<file path="src/rtl/hazard_pkg.sv">
// hazard_pkg: shared types and constants for the pipeline hazard controller
package hazard_pkg;
  typedef enum logic {RUN, MDU_WAIT} state_t;
  localparam int REG_ADDR_W_DEF = 5;
  localparam int unsigned ZERO_REG = 0;
  localparam int CNT_W = 4;
  localparam int STALL_CNT_W = 32;
  localparam int FLUSH_CNT_W = 16;
endpackage

</file>
<file path="src/rtl/hazard_ctrl_mdu_stall_counter.sv">
// mdu_stall_counter: loadable down-counter, holds at zero; done = (cnt == 0)
// Ports: clk, rst_n (async active-low), load, load_value, done.
module mdu_stall_counter #(
  parameter int W = 4
) (
  input  logic         clk,
  input  logic         rst_n,
  input  logic         load,
  input  logic [W-1:0] load_value,
  output logic         done
);
  logic [W-1:0] cnt;
  always_ff @(posedge clk or negedge rst_n)
    if (!rst_n) cnt <= '0;
    else if (load) cnt <= load_value;
    else if (cnt != '0) cnt <= cnt - 1'b1;
  assign done = cnt == '0;
endmodule

</file>
<file path="src/rtl/hazard_ctrl.sv">
// hazard_ctrl: load-use / MDU-occupancy / taken-branch stall and flush sequencing
// Ports: clk, rst_n (async active-low); ex_mem_read, ex_rt, id_rs, id_rt, id_uses_rt,
// id_mdu_start, ex_branch_taken in; pc_write, if_id_write, if_id_flush, id_ex_bubble,
// mdu_busy out. HAZARD_PERF_EN adds stall_cycles and flush_count saturating counters.
module hazard_ctrl
  import hazard_pkg::*;
#(
  parameter int REG_ADDR_W  = REG_ADDR_W_DEF,
  parameter int MDU_LATENCY = 4
) (
  input  logic                   clk,
  input  logic                   rst_n,
  input  logic                   ex_mem_read,
  input  logic [REG_ADDR_W-1:0]  ex_rt,
  input  logic [REG_ADDR_W-1:0]  id_rs,
  input  logic [REG_ADDR_W-1:0]  id_rt,
  input  logic                   id_uses_rt,
  input  logic                   id_mdu_start,
  input  logic                   ex_branch_taken,
  output logic                   pc_write,
  output logic                   if_id_write,
  output logic                   if_id_flush,
  output logic                   id_ex_bubble,
`ifdef HAZARD_PERF_EN
  output logic [STALL_CNT_W-1:0] stall_cycles,
  output logic [FLUSH_CNT_W-1:0] flush_count,
`endif
  output logic                   mdu_busy
);
  if (MDU_LATENCY < 1 || MDU_LATENCY > 15) begin : g_bad_latency
    $error("hazard_ctrl: MDU_LATENCY must be in 1..15");
  end
  state_t state, state_d;
  logic load_use, stall, flush, start, done;
  assign load_use = ex_mem_read && ex_rt != REG_ADDR_W'(ZERO_REG) &&
                    (ex_rt == id_rs || (id_uses_rt && ex_rt == id_rt));
  always_ff @(posedge clk or negedge rst_n)
    if (!rst_n) state <= RUN;
    else state <= state_d;
  always_comb begin
    state_d = state;
    stall = 1'b0;
    flush = 1'b0;
    start = 1'b0;
    if (state == MDU_WAIT) begin
      stall = 1'b1;
      state_d = done ? RUN : MDU_WAIT;
    end else if (ex_branch_taken) flush = 1'b1;
    else if (load_use) stall = 1'b1;
    else if (id_mdu_start) begin
      start = 1'b1;
      state_d = MDU_WAIT;
    end
  end
  // counter is loaded with LATENCY-1 so the wait lasts exactly LATENCY cycles
  mdu_stall_counter #(.W(CNT_W)) u_cnt (
    .clk(clk), .rst_n(rst_n), .load(start),
    .load_value(CNT_W'(MDU_LATENCY - 1)), .done(done)
  );
  // gating with rst_n keeps outputs at reset values while reset is held
  assign pc_write     = !rst_n || !stall;
  assign if_id_write  = !rst_n || !stall;
  assign if_id_flush  = rst_n && flush;
  assign id_ex_bubble = rst_n && (stall || flush);
  assign mdu_busy     = rst_n && state == MDU_WAIT;
`ifdef HAZARD_PERF_EN
  always_ff @(posedge clk or negedge rst_n)
    if (!rst_n) begin
      stall_cycles <= '0;
      flush_count <= '0;
    end else begin
      if (!pc_write && stall_cycles != '1) stall_cycles <= stall_cycles + 1'b1;
      if (if_id_flush && flush_count != '1) flush_count <= flush_count + 1'b1;
    end
`endif
endmodule
</file>
<file path="config.mk">
export PLATFORM = sky130hd
export DESIGN_NAME = hazard_ctrl
export DESIGN_NICKNAME = d
export VERILOG_FILES = /design/src/rtl/hazard_pkg.sv /design/src/rtl/hazard_ctrl_mdu_stall_counter.sv /design/src/rtl/hazard_ctrl.sv
export SDC_FILE = /design/constraint.sdc
export NUM_CORES = 1
export LEC_CHECK = 0
export BUFFER_PORTS_ARGS = -buffer_cell sky130_fd_sc_hd__buf_4
export CORE_AREA = 2 2 39 41
export CTS_CLUSTER_SIZE = 14
export DETAILED_ROUTE_END_ITERATION = 12
export DIE_AREA = 0 0 41 43
export PLACE_DENSITY = 0.67
export SLEW_MARGIN = 10
export SYNTH_ARGS = -nofsm -noshare
export SYNTH_HDL_FRONTEND = slang
export SYNTH_HIERARCHICAL = 1
export SYNTH_SLANG_ARGS = --single-unit
</file>
<file path="constraint.sdc">
create_clock -name clk -period 1.9 [get_ports clk]
set_input_delay 0.095 -clock clk [delete_from_list [all_inputs] [get_ports clk]]
set_output_delay 0.095 -clock clk [all_outputs]
set_load 0.01 [all_outputs]
</file>
Word level (Yosys, flattened, before mapping)
Index checks and enable logic that the tools add are counted.

word-level totals
  RAM bits = 0
  memory bits (read-only) = 0
  memories = 0
  flip-flop bits (word level) = 5
  output and inout bits = 5
  bits in latches = 0

operators by class
  div/mod/pow operators = 0
  bitwise gates (word level) = 0
  muxes and demuxes = 13
  reductions and logical operators = 15
  shift operators = 0
  multipliers = 0
  add/subtract/negate cells = 1
  $lt $le $gt $ge = 0
  equal/unequal tests = 2

operator list
  kind                   number
  $mux W1                11
  $eq A5 B5 Y1           2
  $mux W4                2
  $logic_and A1 B1 Y1    6
  $reduce_bool A5 Y1     1
  $logic_not A4 Y1       1
  $reduce_bool A4 Y1     1
  $sub A4 B1 Y4 const B  1
  $logic_or A1 B1 Y1     3
  $logic_not A1 Y1       2
  $reduce_bool A2 Y1     1

Depth between registers and ports, before layout
  depth after elaboration = 9
  depth in mapped cells = 8
  mapped depth without buffers = 7

Hierarchy
The synthesis kept the hierarchy.

modules (own cells, without submodules)
  module             cells an instance  sequential area each (µm²)  times used  area each (µm²)
  mdu_stall_counter  22                 100.1                       1           234.0
  hazard_ctrl        30                 25.0                        1           232.7

Least setup slack after synthesis
No wires, ideal clock.

  path type = input-to-reg
  start = in ex_rt[4]
  end = reg u_cnt.cnt[3]
  data required time = 1774 ps
  stages on the path = 7
  path buffers = 1
  data arrival time = 1489 ps
  slack = 285 ps
  path through = or4_4 > o21ai_2 > a21oi_2 > nor2_1 > clkbuf_1 > nor3_1 > a221o_1

between the ends
  word-level cells in the longest chain between the ends = 8

ends and longest elaborated chain
  item                                                  line                                 text
  start, declared                                       hazard_ctrl.sv:14                    input logic [REG_ADDR_W-1:0] ex_rt,
  $eq A5 B5 Y1                                          hazard_ctrl.sv:36                    (ex_rt == id_rs || (id_uses_rt && ex_rt == id_rt));
  $logic_and A1 B1 Y1                                   hazard_ctrl.sv:36
  $logic_or A1 B1 Y1                                    hazard_ctrl.sv:36
  $logic_and A1 B1 Y1 (*)                               hazard_ctrl.sv:35                    assign load_use = ex_mem_read && ex_rt != REG_ADDR_W'(ZERO_REG) &&
  $mux W1 (*)                                           hazard_ctrl.sv:49                    else if (load_use) stall = 1'b1;
  $mux W1 (*)                                           hazard_ctrl.sv:48                    end else if (ex_branch_taken) flush = 1'b1;
  $mux W1 (*)                                           hazard_ctrl.sv:45                    if (state == MDU_WAIT) begin
  named net start                                       hazard_ctrl.sv:34                    logic load_use, stall, flush, start, done;
  $mux W4 / $reduce_bool A2 Y1 (equally long branches)  n/a
  end signal, assigned                                  hazard_ctrl_mdu_stall_counter.sv:15  else if (load) cnt <= load_value;
  end signal, assigned                                  hazard_ctrl_mdu_stall_counter.sv:16  else if (cnt != '0) cnt <= cnt - 1'b1;
  end, declared                                         hazard_ctrl_mdu_stall_counter.sv:12  logic [W-1:0] cnt;

Mark *: on every way through the listed nets, which the timed path passes. The rest lies on a longest branch.
A chain may end at the register's enable or synchronous reset.

Worst setup path after layout
  start = reg u_cnt.cnt[0]
  end = reg u_cnt.cnt[1]

between the ends
  word-level cells in the longest chain between the ends = 3

ends and longest elaborated chain
  item           line
  $sub A4 B1 Y4  hazard_ctrl_mdu_stall_counter.sv:16
  $mux W4        hazard_ctrl_mdu_stall_counter.sv:16
  $mux W4        hazard_ctrl_mdu_stall_counter.sv:15

Parallel ways exist; a longest one is shown, timed or not. The select of a mux whose other input is x is not followed.

==> flow_summary.toml <==
[critical_path]
path_cells = "inv_1 > ha_1 > nor3b_4 > mux2i_1 > mux2_2"
cp-end-kind = "flip-flop"
start_kind = "flip-flop"
required_ps = 2020
path_max_fanout = 3
slowest_stage = "dfrtp_1"
arrival_ps = 1590
slowest_delay_ps = 370
critPathBufInv = 1
critical_path_class = "flip-flop to flip-flop"
path_delay_family = "multiplexers"

[cts]
cts_root_buf = "clkbuf_4"
htreeDepth = 1
cts_sinks = 5
cts-hold-fix-buffers = 1
worstSkewPairLatency_ps = 240
cts_tree = "yes"
postCtsSetupBuffers = 0
cts_resized = 0
clockBufferDepth = 2
cts_buffers = 3
path_clk_slew_ps = 40

[floorplanning]
start_util_pct = 33.7
num_rows = 14
io_pins = 26
die_w_um = 41
die-area_um2 = 1760
core_area_um2 = 1380
die_y_um = 43

[grt]
grt_pass1_wl_um = 1620
grt-ovfl-total = 0
track_usage_pct = 13.8
grt_pass1_vias = 451
grt_max_degree = 10
antenna_found_initial = 0

[sta]
report.final.slew_viol_count = 0
rsz0062_at_grt = "false"
hold_violations = 0
skew_ps = 1.07
finalCritPeriodShare_pct = 77.2
whs_ps = 161
finalSetupTns_ps = 0
setup_viol = 0
fmaxAchievable_mhz = 682
period_needed_ps = 1470

[min_path]
hp-class = "input pin to flip-flop"

[cells_and_area]
insertedDiodeCount = 0
nNetsFinal = 106
final_cell_mix = "buf_4 (26), xor2_1 (7), dfrtp_1 (5)"
syn_to_final_growth_pct = 53.1
drive_gt1_share_pct = 42.2
design_area_um2 = 714
final_common_cell = "buf_4"
fillers = 141

[power_and_ir_drop]
leakage_nw = 0.340
seqPwrFrac_pct = 29.8
power.switching_mw = 0.253
swShare_pct = 35.9
pwr-share-clk_pct = 16.9
ir_drop_v = 0.000233
p_total_mw = 0.707
comb_power_share_pct = 53.3
internal-power_mw = 0.453
power.density_nw_per_um2 = 989

[synthesis]
syn_avg_cell_area_um2 = 8.97
yosysWarnings = 6
ys_seq_elements = 5
seq_area_frac_synth_pct = 26.8
synthCells = 52
ys_types = 30
netlist_area_um2 = 467

[route]
ant_nets = 0
wl_per_cell_um = 9.95
via_per_inst = 4.74
vias = 469
routed_wl_um = 985
first_pass_iters = 3
drc = 0
drt_iter0_drc = 1

[place]
place_congestion = 0.611
post_dp_cell_area_um2 = 678
port_buffers = 25
dpl.hpwl_um = 897

[flow_run]
drv_cap = 0

[run_status]
status = "finished, final reports clean"
[final timing paths]
check / start / end / slack, ps / depth (start not counted)
setup / recovery: u_cnt/cnt[0] / u_cnt/cnt[1] / 430 / 5
hold / removal: id_mdu_start / state / 160 / 3
setup reg to reg: u_cnt/cnt[0] / u_cnt/cnt[1] / 430 / 5
hold reg to reg: state / state / 610 / 2
max in group asynchronous: rst_n / u_cnt/cnt[0] / 1570 / 2
min in group asynchronous: rst_n / state / 210 / 2
[state kept, by name, indices dropped and copies added, names as in the netlist]
| name | cells |
|---|---|
| u_cnt/cnt | 4 |
| state | 1 |
[Yosys cell counts]
master    number  share of area (%)
o22ai_1        1                1.3
a31oi_1        1                1.3
ha_1           1                2.7
o21ai_1        1                1.1
nor3b_4        1                4.0
nor2_1         1               0.80
a221o_1        1                2.1
clkbuf_1       1               0.80
mux2_2         1                2.4
and2_1         1                1.3
nor2b_1        1                1.3
nand3_2        1                2.1
nor3_1         3                3.2
and3_1         1                1.3
mux2i_1        2                4.3
o21ai_0        1                1.1
conb_1         2                1.6
xnor2_1        4                7.5
nand3_1        2                2.1
o21ai_2        1                1.9
nand2_1        2                1.6
xor2_1         7                 13
inv_1          4                3.2
nor4_1         1                1.3
nor3b_1        1                1.6
buf_4          1                1.6
a21oi_2        1                1.9
dfrtp_1        5                 27
o31a_1         1                1.9
or4_4          1                2.4
[stage by stage]
stage / setup slack, ps / instances / utilization (%)
after floorplan: 285 / 54 / -
after global placement: 175 / 94 / 49.0
after detailed placement: 164 / 94 / 49.0
after CTS: 409 / 99 / 51.6
after global routing: 342 / 99 / 51.6
final: 434 / 99 / 51.6
[layout make-up]
type	count	area (µm²)	area share (%)
timing repair buffer	27	205	28.7
clock buffer	4	26.3	3.68
multi-input combinational	43	323	45.2
tap	16	20.0	2.80
sequential	5	125	17.5
inverter	4	15.0	2.10
[routing by layer]
| layer | track usage, % | vias up | wire (µm) |
|---|---|---|---|
| li1 | - | 237 | - |
| met1 | 13.1 | 214 | 356 |
| met2 | 23.8 | 18 | 570 |
| met3 | 3.14 | 0 | 58 |
| met4 | 10.0 | 0 | 0 |
| met5 | 0 | - | 0 |
[power groups by stage]
stage / clock network (mW) / logic, mW / registers [mW]
2_1_floorplan: 0 / 0.266 / 0.201
3_3_place_gp: 0 / 0.367 / 0.210
3_5_place_dp: 0 / 0.380 / 0.212
4_1_cts: 0.127 / 0.384 / 0.210
5_1_grt: 0.135 / 0.420 / 0.215
6_report: 0.120 / 0.377 / 0.210
[cell families (layout without fill, tap and decap cells)]
group | after synthesis | after routing | synth area share, %
other cells | 2 | 4 | 1.61
mux | 3 | 3 | 6.70
compound gates | 8 | 8 | 12.6
fa+ha+maj | 1 | 1 | 2.68
flops | 5 | 5 | 26.8
buf+inv | 6 | 35 | 5.63
xor+xnor | 11 | 11 | 20.6
simple gates | 16 | 16 | 23.3
[worst min-delay path, cell delays in order]
cell and delay, ps:
buf_4 100, nand3_1 90, o22ai_1 70
No activity file was read; power rests on OpenSTA's default activity.
